### src/rtl/lane_misr_harness_pkg.sv
// Shared definitions for lane_misr_harness.
//   state_e      : harness FSM states (idle, accepting beats, draining pipeline, done pulse)
//   MODE_*       : per-lane transform selectors
//   fold_chunks  : number of SIGW-bit chunks needed to cover a LANES*W vector
package lane_misr_harness_pkg;

    typedef enum logic [1:0] {
        StIdle,
        StRun,
        StDrain,
        StDone
    } state_e;

    localparam logic [1:0] MODE_PASS = 2'd0;
    localparam logic [1:0] MODE_XOR  = 2'd1;
    localparam logic [1:0] MODE_ADD  = 2'd2;
    localparam logic [1:0] MODE_ROT  = 2'd3;

    function automatic int unsigned fold_chunks(input int unsigned lanes,
                                                input int unsigned w,
                                                input int unsigned sigw);
        return (lanes * w + sigw - 1) / sigw;
    endfunction

endpackage

### src/rtl/lane_xform.sv
// Combinational per-lane transform.
//   lane_i : this lane's data
//   nbr_i  : neighbouring lane (index (IDX+1) mod LANES)
//   mode_i : transform select (pass / xor / add / rotate)
//   lane_o : transformed lane
// IDX is the lane index; it fixes the rotate amount (IDX mod W).
module lane_xform
    import lane_misr_harness_pkg::*;
#(
    parameter int unsigned W   = 8,
    parameter int unsigned IDX = 0
) (
    input  logic [W-1:0] lane_i,
    input  logic [W-1:0] nbr_i,
    input  logic [1:0]   mode_i,
    output logic [W-1:0] lane_o
);

    localparam int unsigned ROT = IDX % W;

    // Upper half of the doubled word shifted left is the left rotation.
    logic [2*W-1:0] rot_dbl;

    always_comb begin
        rot_dbl = {lane_i, lane_i} << ROT;
        lane_o  = lane_i;
        case (mode_i)
            MODE_PASS: lane_o = lane_i;
            MODE_XOR:  lane_o = lane_i ^ nbr_i;
            MODE_ADD:  lane_o = lane_i + nbr_i;
            MODE_ROT:  lane_o = rot_dbl[2*W-1:W];
            default:   lane_o = lane_i;
        endcase
    end

endmodule

### src/rtl/lane_misr_harness.sv
// Observation harness: accepts CYCLES multi-lane beats over valid/ready, transforms them
// per lane, delays them through a DEPTH-stage pipeline and compacts the result into a MISR.
//   clk, rst   : clock and synchronous active-high reset
//   start      : run request, honoured only when idle; mode is captured with it
//   din*       : beat data (lane i = din[i*W +: W]) with valid/ready handshake
//   busy, done : run in progress / one-cycle completion pulse
//   count, sig : beats accepted this run / current signature
module lane_misr_harness
    import lane_misr_harness_pkg::*;
#(
    parameter int unsigned     W      = 8,
    parameter int unsigned     LANES  = 2,
    parameter int unsigned     DEPTH  = 2,
    parameter int unsigned     CYCLES = 4,
    parameter int unsigned     SIGW   = 16,
    parameter logic [SIGW-1:0] POLY   = 16'h1021,
    parameter logic [SIGW-1:0] SEED   = 16'h0000
) (
    input  logic                         clk,
    input  logic                         rst,
    input  logic                         start,
    input  logic [1:0]                   mode,
    input  logic [LANES*W-1:0]           din,
    input  logic                         din_valid,
    output logic                         din_ready,
    output logic                         busy,
    output logic                         done,
    output logic [$clog2(CYCLES+1)-1:0]  count,
    output logic [SIGW-1:0]              sig
);

    localparam int unsigned    CW       = $clog2(CYCLES + 1);
    localparam int unsigned    DW       = LANES * W;
    localparam int unsigned    CHUNKS   = fold_chunks(LANES, W, SIGW);
    localparam logic [CW-1:0]  CNT_MAX  = CW'(CYCLES);
    localparam logic [CW-1:0]  CNT_LAST = CW'(CYCLES - 1);

    state_e            st_q, st_d;
    logic [1:0]        mode_q, mode_d;
    logic [CW-1:0]     count_q, count_d;
    logic [SIGW-1:0]   sig_q, sig_d;
    logic [DW-1:0]     stg_q [DEPTH];
    logic [DW-1:0]     stg_d [DEPTH];
    logic [DEPTH-1:0]  vld_q, vld_d;

    logic [DW-1:0]          xf;
    logic                   accept;
    logic [CHUNKS*SIGW-1:0] padded;
    logic [SIGW-1:0]        fold;

    for (genvar i = 0; i < LANES; i++) begin : g_lane
        lane_xform #(
            .W   (W),
            .IDX (i)
        ) u_xform (
            .lane_i (din[i*W +: W]),
            .nbr_i  (din[((i + 1) % LANES)*W +: W]),
            .mode_i (mode_q),
            .lane_o (xf[i*W +: W])
        );
    end

    assign din_ready = (st_q == StRun);
    assign busy      = (st_q == StRun) || (st_q == StDrain);
    assign done      = (st_q == StDone);
    assign count     = count_q;
    assign sig       = sig_q;
    assign accept    = din_valid & din_ready;

    // Pipeline: stage 0 takes the transformed beat, later stages are pure delay.
    always_comb begin
        vld_d[0] = accept;
        stg_d[0] = accept ? xf : stg_q[0];
        for (int unsigned k = 1; k < DEPTH; k++) begin
            vld_d[k] = vld_q[k-1];
            stg_d[k] = stg_q[k-1];
        end
    end

    // XOR-fold of the last stage, zero-padded to whole chunks; chunk 0 is the LSBs.
    always_comb begin
        padded         = '0;
        padded[DW-1:0] = stg_q[DEPTH-1];
        fold           = '0;
        for (int unsigned c = 0; c < CHUNKS; c++) begin
            fold = fold ^ padded[c*SIGW +: SIGW];
        end
    end

    always_comb begin
        st_d    = st_q;
        mode_d  = mode_q;
        count_d = count_q;
        sig_d   = sig_q;

        if (vld_q[DEPTH-1]) begin
            sig_d = {sig_q[SIGW-2:0], 1'b0} ^ (sig_q[SIGW-1] ? POLY : '0) ^ fold;
        end

        case (st_q)
            StIdle: begin
                if (start) begin
                    st_d    = StRun;
                    sig_d   = SEED;
                    count_d = '0;
                    mode_d  = mode;
                end
            end
            StRun: begin
                if (accept) begin
                    count_d = (count_q == CNT_MAX) ? count_q : count_q + 1'b1;
                    if (count_q == CNT_LAST) begin
                        st_d = StDrain;
                    end
                end
            end
            StDrain: begin
                // No accepts in drain, so an all-zero next valid vector means the
                // final absorb is happening on this edge.
                if (vld_d == '0) begin
                    st_d = StDone;
                end
            end
            StDone:  st_d = StIdle;
            default: st_d = StIdle;
        endcase
    end

    always_ff @(posedge clk) begin
        if (rst) begin
            st_q    <= StIdle;
            mode_q  <= '0;
            count_q <= '0;
            sig_q   <= SEED;
            vld_q   <= '0;
            for (int unsigned k = 0; k < DEPTH; k++) begin
                stg_q[k] <= '0;
            end
        end else begin
            st_q    <= st_d;
            mode_q  <= mode_d;
            count_q <= count_d;
            sig_q   <= sig_d;
            vld_q   <= vld_d;
            for (int unsigned k = 0; k < DEPTH; k++) begin
                stg_q[k] <= stg_d[k];
            end
        end
    end

endmodule
### config.mk
export PLATFORM = sky130hd
export DESIGN_NAME = lane_misr_harness
export DESIGN_NICKNAME = d
export VERILOG_FILES = /design/src/rtl/lane_misr_harness_pkg.sv /design/src/rtl/lane_xform.sv /design/src/rtl/lane_misr_harness.sv
export SDC_FILE = /design/constraint.sdc
export NUM_CORES = 1
export LEC_CHECK = 0
export ABC_AREA = 1
export ABC_CLOCK_PERIOD_IN_PS = 1300
export CAP_MARGIN = 20
export CORE_MARGIN = 2
export CORE_UTILIZATION = 49
export CTS_CLUSTER_SIZE = 16
export DETAILED_ROUTE_END_ITERATION = 8
export GPL_TIMING_DRIVEN = 0
export MAX_ROUTING_LAYER = met4
export PLACE_DENSITY = 0.86
export SLEW_MARGIN = 20
export SYNTH_ARGS = -nofsm -noshare
export SYNTH_HDL_FRONTEND = slang
export SYNTH_SLANG_ARGS = --single-unit
### constraint.sdc
create_clock -name clk -period 1.3 [get_ports clk]
set_input_delay 0.13 -clock clk [delete_from_list [all_inputs] [get_ports clk]]
set_output_delay 0.13 -clock clk [all_outputs]
set_load 0.02 [all_outputs]
Yosys cells after proc, flatten, opt, wreduce, memory -nomap -nowiden. Memory sizes are Yosys's and may differ from the RTL's. Index checks and enable logic that the tools add are counted.

Reduce and logical (&&, ||, !) cells: 9. Add/subtract/negate cells: 2. Equality and inequality tests: 13. Bitwise gates (word level): 6. Multiply operators: 0. Shift-type cells: 0. Mux-type cells: 21. Div/mod/pow operators: 0. Magnitude comparators: 0.

Operator list (count): two-way mux 16 bit (6); case mux 8 bit (4 select lines) (1); case mux 8 bit (3 select lines) (1); XOR 16 x 13 -> 16 bit (1); XOR 16 bit (1); two-way mux 13 bit (1); two-way mux 3 bit (3); adder 8 bit (1); equality test 2 bit (second input constant) (4); two-way mux 2 bit (4); case mux 2 bit (4 select lines) (1); AND reduction 4 bit (2); XOR 8 bit (1); zero test 2 bit (3); inequality test 2 x 1 -> 1 bit (second input constant) (3); case mux 3 bit (2 select lines) (1); equality test 2 x 1 -> 1 bit (second input constant) (2); inequality test 2 bit (second input constant) (2); adder 3 x 1 -> 3 bit (second input constant) (1); equality test 3 x 2 -> 1 bit (second input constant) (1); equality test 3 bit (second input constant) (1); two-way mux 1 bit (3); bitwise OR 1 bit (2); AND reduction 2 bit (1); other kinds (4) (4).

Logic and storage cells: 57. Output and inout bits: 22. Register bits after elaboration: 25. Memory bits (writable): 32. Latch bits: 0. Memories: 1. Bits of input ports: 22. Memory bits (read-only): 0.

Memories: stg_q (words 2, bits a word 16, rd ports 2, clocked after Yosys merged registers in 0, wr ports 2, line lane_misr_harness.sv:42) `logic [DW-1:0] stg_q [DEPTH];`.

Depth between registers and ports, before layout.
Depth in word-level cells: 6. Depth in mapped cells: 13. Depth with buffers taken out: 13.

Hierarchy. Synthesis repeated with hierarchy kept, for this count alone.

Cell total of the unflattened synthesis: 474. Area total of the unflattened synthesis: 3438.3 µm².

By module, submodules not included: lane_misr_harness (instances 1, area an instance 2311.0 µm², seq. area each 1141.1 µm², cells an instance 273); lane_xform at g_lane[0].u_xform (instances 1, area an instance 580.6 µm², seq. area each 0.0 µm², cells an instance 100); lane_xform at g_lane[1].u_xform (instances 1, area an instance 546.8 µm², seq. area each 0.0 µm², cells an instance 101).

Least setup slack after synthesis. No wires, ideal clock.

Kind: register -> register. Start point: register st_q[1]. End point: register st_q[0]. Period minus slack after synthesis: 1517 ps. Setup slack: -217 ps. Buffers on the path: 0. Setup time: 119 ps. Stages on the path, launching flop included: 9. Data arrival time: 1398 ps. Data required time: 1181 ps. Path through: dfxtp_1 -> inv_1 -> ha_1 -> nand2_2 -> nand2_1 -> a21oi_1 -> nand2_1 -> nor3_2 -> nor3_2.

Cells in the longest elaborated chain, start to end: 5. Elaborated cells between the ends (all ways): 12. Classes of those cells: eq/ne (7); mux (1); bitwise (1); reduce/logical (3).

Ends and longest elaborated chain: start, declared (line lane_misr_harness.sv:38) `state_e st_q, st_d;`; start signal, assigned (line lane_misr_harness.sv:131) `st_q <= StIdle;`; start signal, assigned (line lane_misr_harness.sv:140) `st_q <= st_d;`; equality test 2 x 1 -> 1 bit * (line lane_misr_harness.sv:63) `assign din_ready = (st_q == StRun);`; net din_ready (line lane_misr_harness.sv:25) `output logic din_ready,`; bitwise AND 1 bit (line lane_misr_harness.sv:68) `assign accept = din_valid & din_ready;`; zero test 2 bit (line lane_misr_harness.sv:120) `if (vld_d == '0) begin`; inequality test 2 x 1 -> 1 bit (no source line); AND reduction 4 bit (no source line).

Mark *: on every way through the listed nets, which the timed path passes. The rest lies on a longest branch. A chain may end at the register's enable or synchronous reset.

==> impl_summary.md <==
Outcome
The run finished, with violations left. The checks that failed: setup timing.

Cells and area
Across the whole layout, storage elements account for about 0.0012 mm². The final net count is ~500. The final core utilization is 0.705. Fill cells in the final layout number around 410. The fraction of layout cells with a size suffix above 1 is 0.267. Once layout is done, the placed cells without fillers occupy 0.00412 mm². The multi-input combinational cells in the finished layout cover a total of around 0.0018 mm².

The relative area change from synthesis to final layout is 40.9%. The antenna cell count is 0.

Placement
The HPWL after detailed placement is around 5.0 mm. The placed instances occupy a cell area of 0.00350 mm². The congestion estimate from routability-driven global placement came to roughly 0.91. The count of buffers added on input and output ports is 43.

STA
The routed design could run at a clock period as short as ~1.5 ns. The number of max-slew violations in the final report is 0. Timing would allow up to 0.664 GHz. On the final layout, the worst clock skew is roughly 0.013 ns.

Setup repair after global routing could not meet its margin everywhere. The smallest hold slack is 0.133 ns. The tightest slew margin relative to the limit is 0.669.

The transition time at the pin with the least slew margin is between 0.4 and 0.5 ns. The total setup violations reported at the end of the flow is 23. The total count of hold-check failures in the final report is 0.

In the final timing run, aggregate negative setup slack is -2.43 ns. The final clock period utilization by the worst path is 1.16. Once routing completed, OpenROAD measured the worst setup slack at -0.206 ns.

Min path
The number of cells on the worst hold path is 3. The startpoint identified for the worst hold timing path is din[0]. The path class of the lowest-slack min-delay path is in -> reg. The endpoint of the worst hold path is stg_q[0][0]$_SDFFE_PP0P_.

Detailed routing
The remaining number of nets flagged by the antenna check after routing is 0. Dividing the detail-routed wire length by the instance count gives about 16 µm. After detailed routing, the number of vias per cell comes to approximately 5.4.

The wire length after detailed routing is around 8.6 mm. Summing over every cut layer, the via total after detailed routing is approximately 3000. The first TritonRoute pass finished after 5 iterations. After the first detailed-routing iteration, the DRC count stood at approximately 140. The count of unresolved DRC violations after routing is 0.

Power and ir drop
The leakage power summed over all cells is between 1.5 and 2 nW. For this design the ratio of total power to cell area is ~1600 mW/mm². The maximum resistive drop on vdd is between 1 and 1.5 mV. The post-layout total power is about 6.7 mW.

Synthesis
Yosys printed 0 warnings. The area fraction of the dominant cell type after synthesis is 0.390. The cell area that synthesis handed to floorplanning was 0.00293 mm². Synthesis produced a netlist with a net count of about 430.

The mean post-synth cell area is between 7 and 8 µm². The most common cell in the synthesized netlist is nand2_1. Of the synthesized area, sequential elements account for 0.390. Among all flip-flop cells after synthesis, the most frequent one is dfxtp_1. After synthesis the netlist holds a flip-flop and latch count of 57. Sorting the synthesized cells by area gives the leading types as dfxtp_1, nand2_1, inv_1.

After synthesis, the share of flip-flops with an asynchronous set or reset is 0. The post-synthesis cell count is 386. By count the netlist is led by nand2_1, inv_1, dfxtp_1. The synthesized design spends more area on one cell type than any other, namely dfxtp_1. In this run, distinct cell masters in the synthesized netlist total 38. The number of flops mapped to enable cells by yosys is 0.

Setup path
At the worst endpoint, the required time is approximately 1.6 ns. The worst reg2reg path startpoint is st_q[1]$_SDFFE_PP0P_. Counting cells, the worst reg-to-reg path comes to 8. The endpoint type of the worst setup path is a flip-flop. The worst setup path is of the reg -> reg kind. In this run the critical register-to-register path is captured at stg_q[0][2]$_SDFFE_PP0P_. The origin of the worst setup path is st_q[1]$_SDFFE_PP0P_. For the worst setup path, the data arrival time is between 1.5 and 2 ns. The type of element launching the critical path is a flip-flop. In this run the register-to-register setup slack is -0.21 ns.

The largest driver fanout on the critical path is 6.

CTS
The clock net in this run drives a total of 57 sinks. Counting along the longest clock path gives a buffer depth of 2. The clock root buffer is clkbuf_8. The total clock buffers created by CTS is 9.

After clock tree synthesis, the clock-pin slew on the worst setup and hold paths is 0.07 ns. The level count of the clock H-tree is 3. TritonCTS built the clock tree.

The number of hold buffers added after CTS was 0. The clock reaches the later pin of the worst-skew pair after around 0.34 ns.

Global route
The global-route congestion overflow total is 0. The via count of the first global-routing pass came to between 2000 and 3000. The pin count of the biggest net entering global routing is 11. The first global-routing pass estimated ~13 mm of wire.

The met1 layer usage reported by global route is 0.281. The layer flagged by global routing as most heavily used is met2. For this run, the total global-route usage over all layers was measured as 0.259.

The number of antenna violations at the first check in global routing came to 0. The met2 global-route usage is 0.443. The met3 track utilization from global routing is 0.0656.

Die
The starting density of the core is 0.500. After floorplanning, the core was sized to cover 0.00585 mm². The vertical extent of the die is just over 80 µm. 44 I/O pins were placed. The number of placement rows is 28. The total die area is 0.00661 mm². The die is slightly above 80 µm wide.

Flow run
Max-cap violations in this run came to 0.
==> worst max-delay path by stage <==
stage	end	slack, ns	cells past startpoint
finish	stg_q[0][2]$_SDFFE_PP0P_	-0.21	8
global route	stg_q[0][2]$_SDFFE_PP0P_	-0.24	8
CTS	din_ready	-0.06	4
detailed placement	stg_q[0][14]$_SDFFE_PP0P_	-0.80	14
global placement	stg_q[0][14]$_SDFFE_PP0P_	-0.72	14
floorplan	stg_q[0][9]$_SDFFE_PP0P_	-0.03	7
==> final cells by class <==
type                    instances  share of cell area
clock buffers                  13              0.0385
plain buffers                  11              0.0206
inverters                      65              0.0625
repair buffers                 64               0.138
multi-input cells             252               0.434
clock inverters                 3             0.00364
well taps                      75              0.0228
flip-flops and latches         57               0.280
==> per-stage QoR <==
stage / setup slack [ns] / std cells
6_report: -0.206 / 540
5_1_grt: -0.239 / 540
4_1_cts: -0.0617 / 534
3_5_place_dp: -0.795 / 504
3_3_place_gp: -0.716 / 504
2_1_floorplan: -0.0281 / 386
==> state kept, by name (all words and copies together), names as in the netlist <==
| name | count |
|---|---|
| count | 3 |
| mode_q | 2 |
| sig | 16 |
| st_q | 2 |
| stg_q | 32 |
| vld_q | 2 |
==> power breakdown <==
| group | total [mW] | switching, mW | internal [mW] |
|---|---|---|---|
| clock | 1.48 | 0.692 | 0.787 |
| sequential | 2.18 | 0.175 | 2.01 |
| combinational | 3.05 | 1.73 | 1.32 |
| total | 6.71 | 2.60 | 4.11 |
==> critical path, stage by stage (launching register included) <==
cell	delay, ns
dfxtp_4	0.37
inv_4	0.09
ha_4	0.19
buf_12	0.12
nand2_8	0.07
nor2_4	0.19
buf_6	0.15
nor2_2	0.05
a31oi_2	0.18
==> cells in the final DEF (no fill, tap or decap), drive strengths merged, types with 4 or more instances in the layout <==
cell type and count:
o211ai 17, nand4 4, dfxtp 57, inv 64
clkbuf 17, clkdlybuf4s50 7, nand3 16, nand2 80
a21oi 24, nor2 42, a221oi 4, clkinv 4
o21ai 11, buf 34, dlygate4sd2 29, xnor2 17
ha 19
==> layer usage <==
layer	wire length (µm)	share of wire
met4	371	0.043
met3	510	0.059
met5	0	0
met1	3350	0.39
met2	4350	0.51
==> cell families (layout without fill, tap and decap cells) <==
logic type,count (synthesis),in the layout,synth area share
DFF,57,57,0.390
adders and majority gates,20,20,0.0881
buffers and inverters,77,156,0.106
and+or+nand+nor,149,149,0.216
xor gates and xnor gates,17,17,0.0509
AOI/OAI and AO/OA,66,66,0.150
==> what timing repair did <==
action | 4_1_cts | 5_1_grt
endpoints found under the setup margin | 59 | 34
gates resized for setup | 125 | 25
pin swaps | 13 | 13
setup buffers | 13 | 6
gates cloned | 1 | 1
Note: power is estimated with default switching activity, not from simulation.
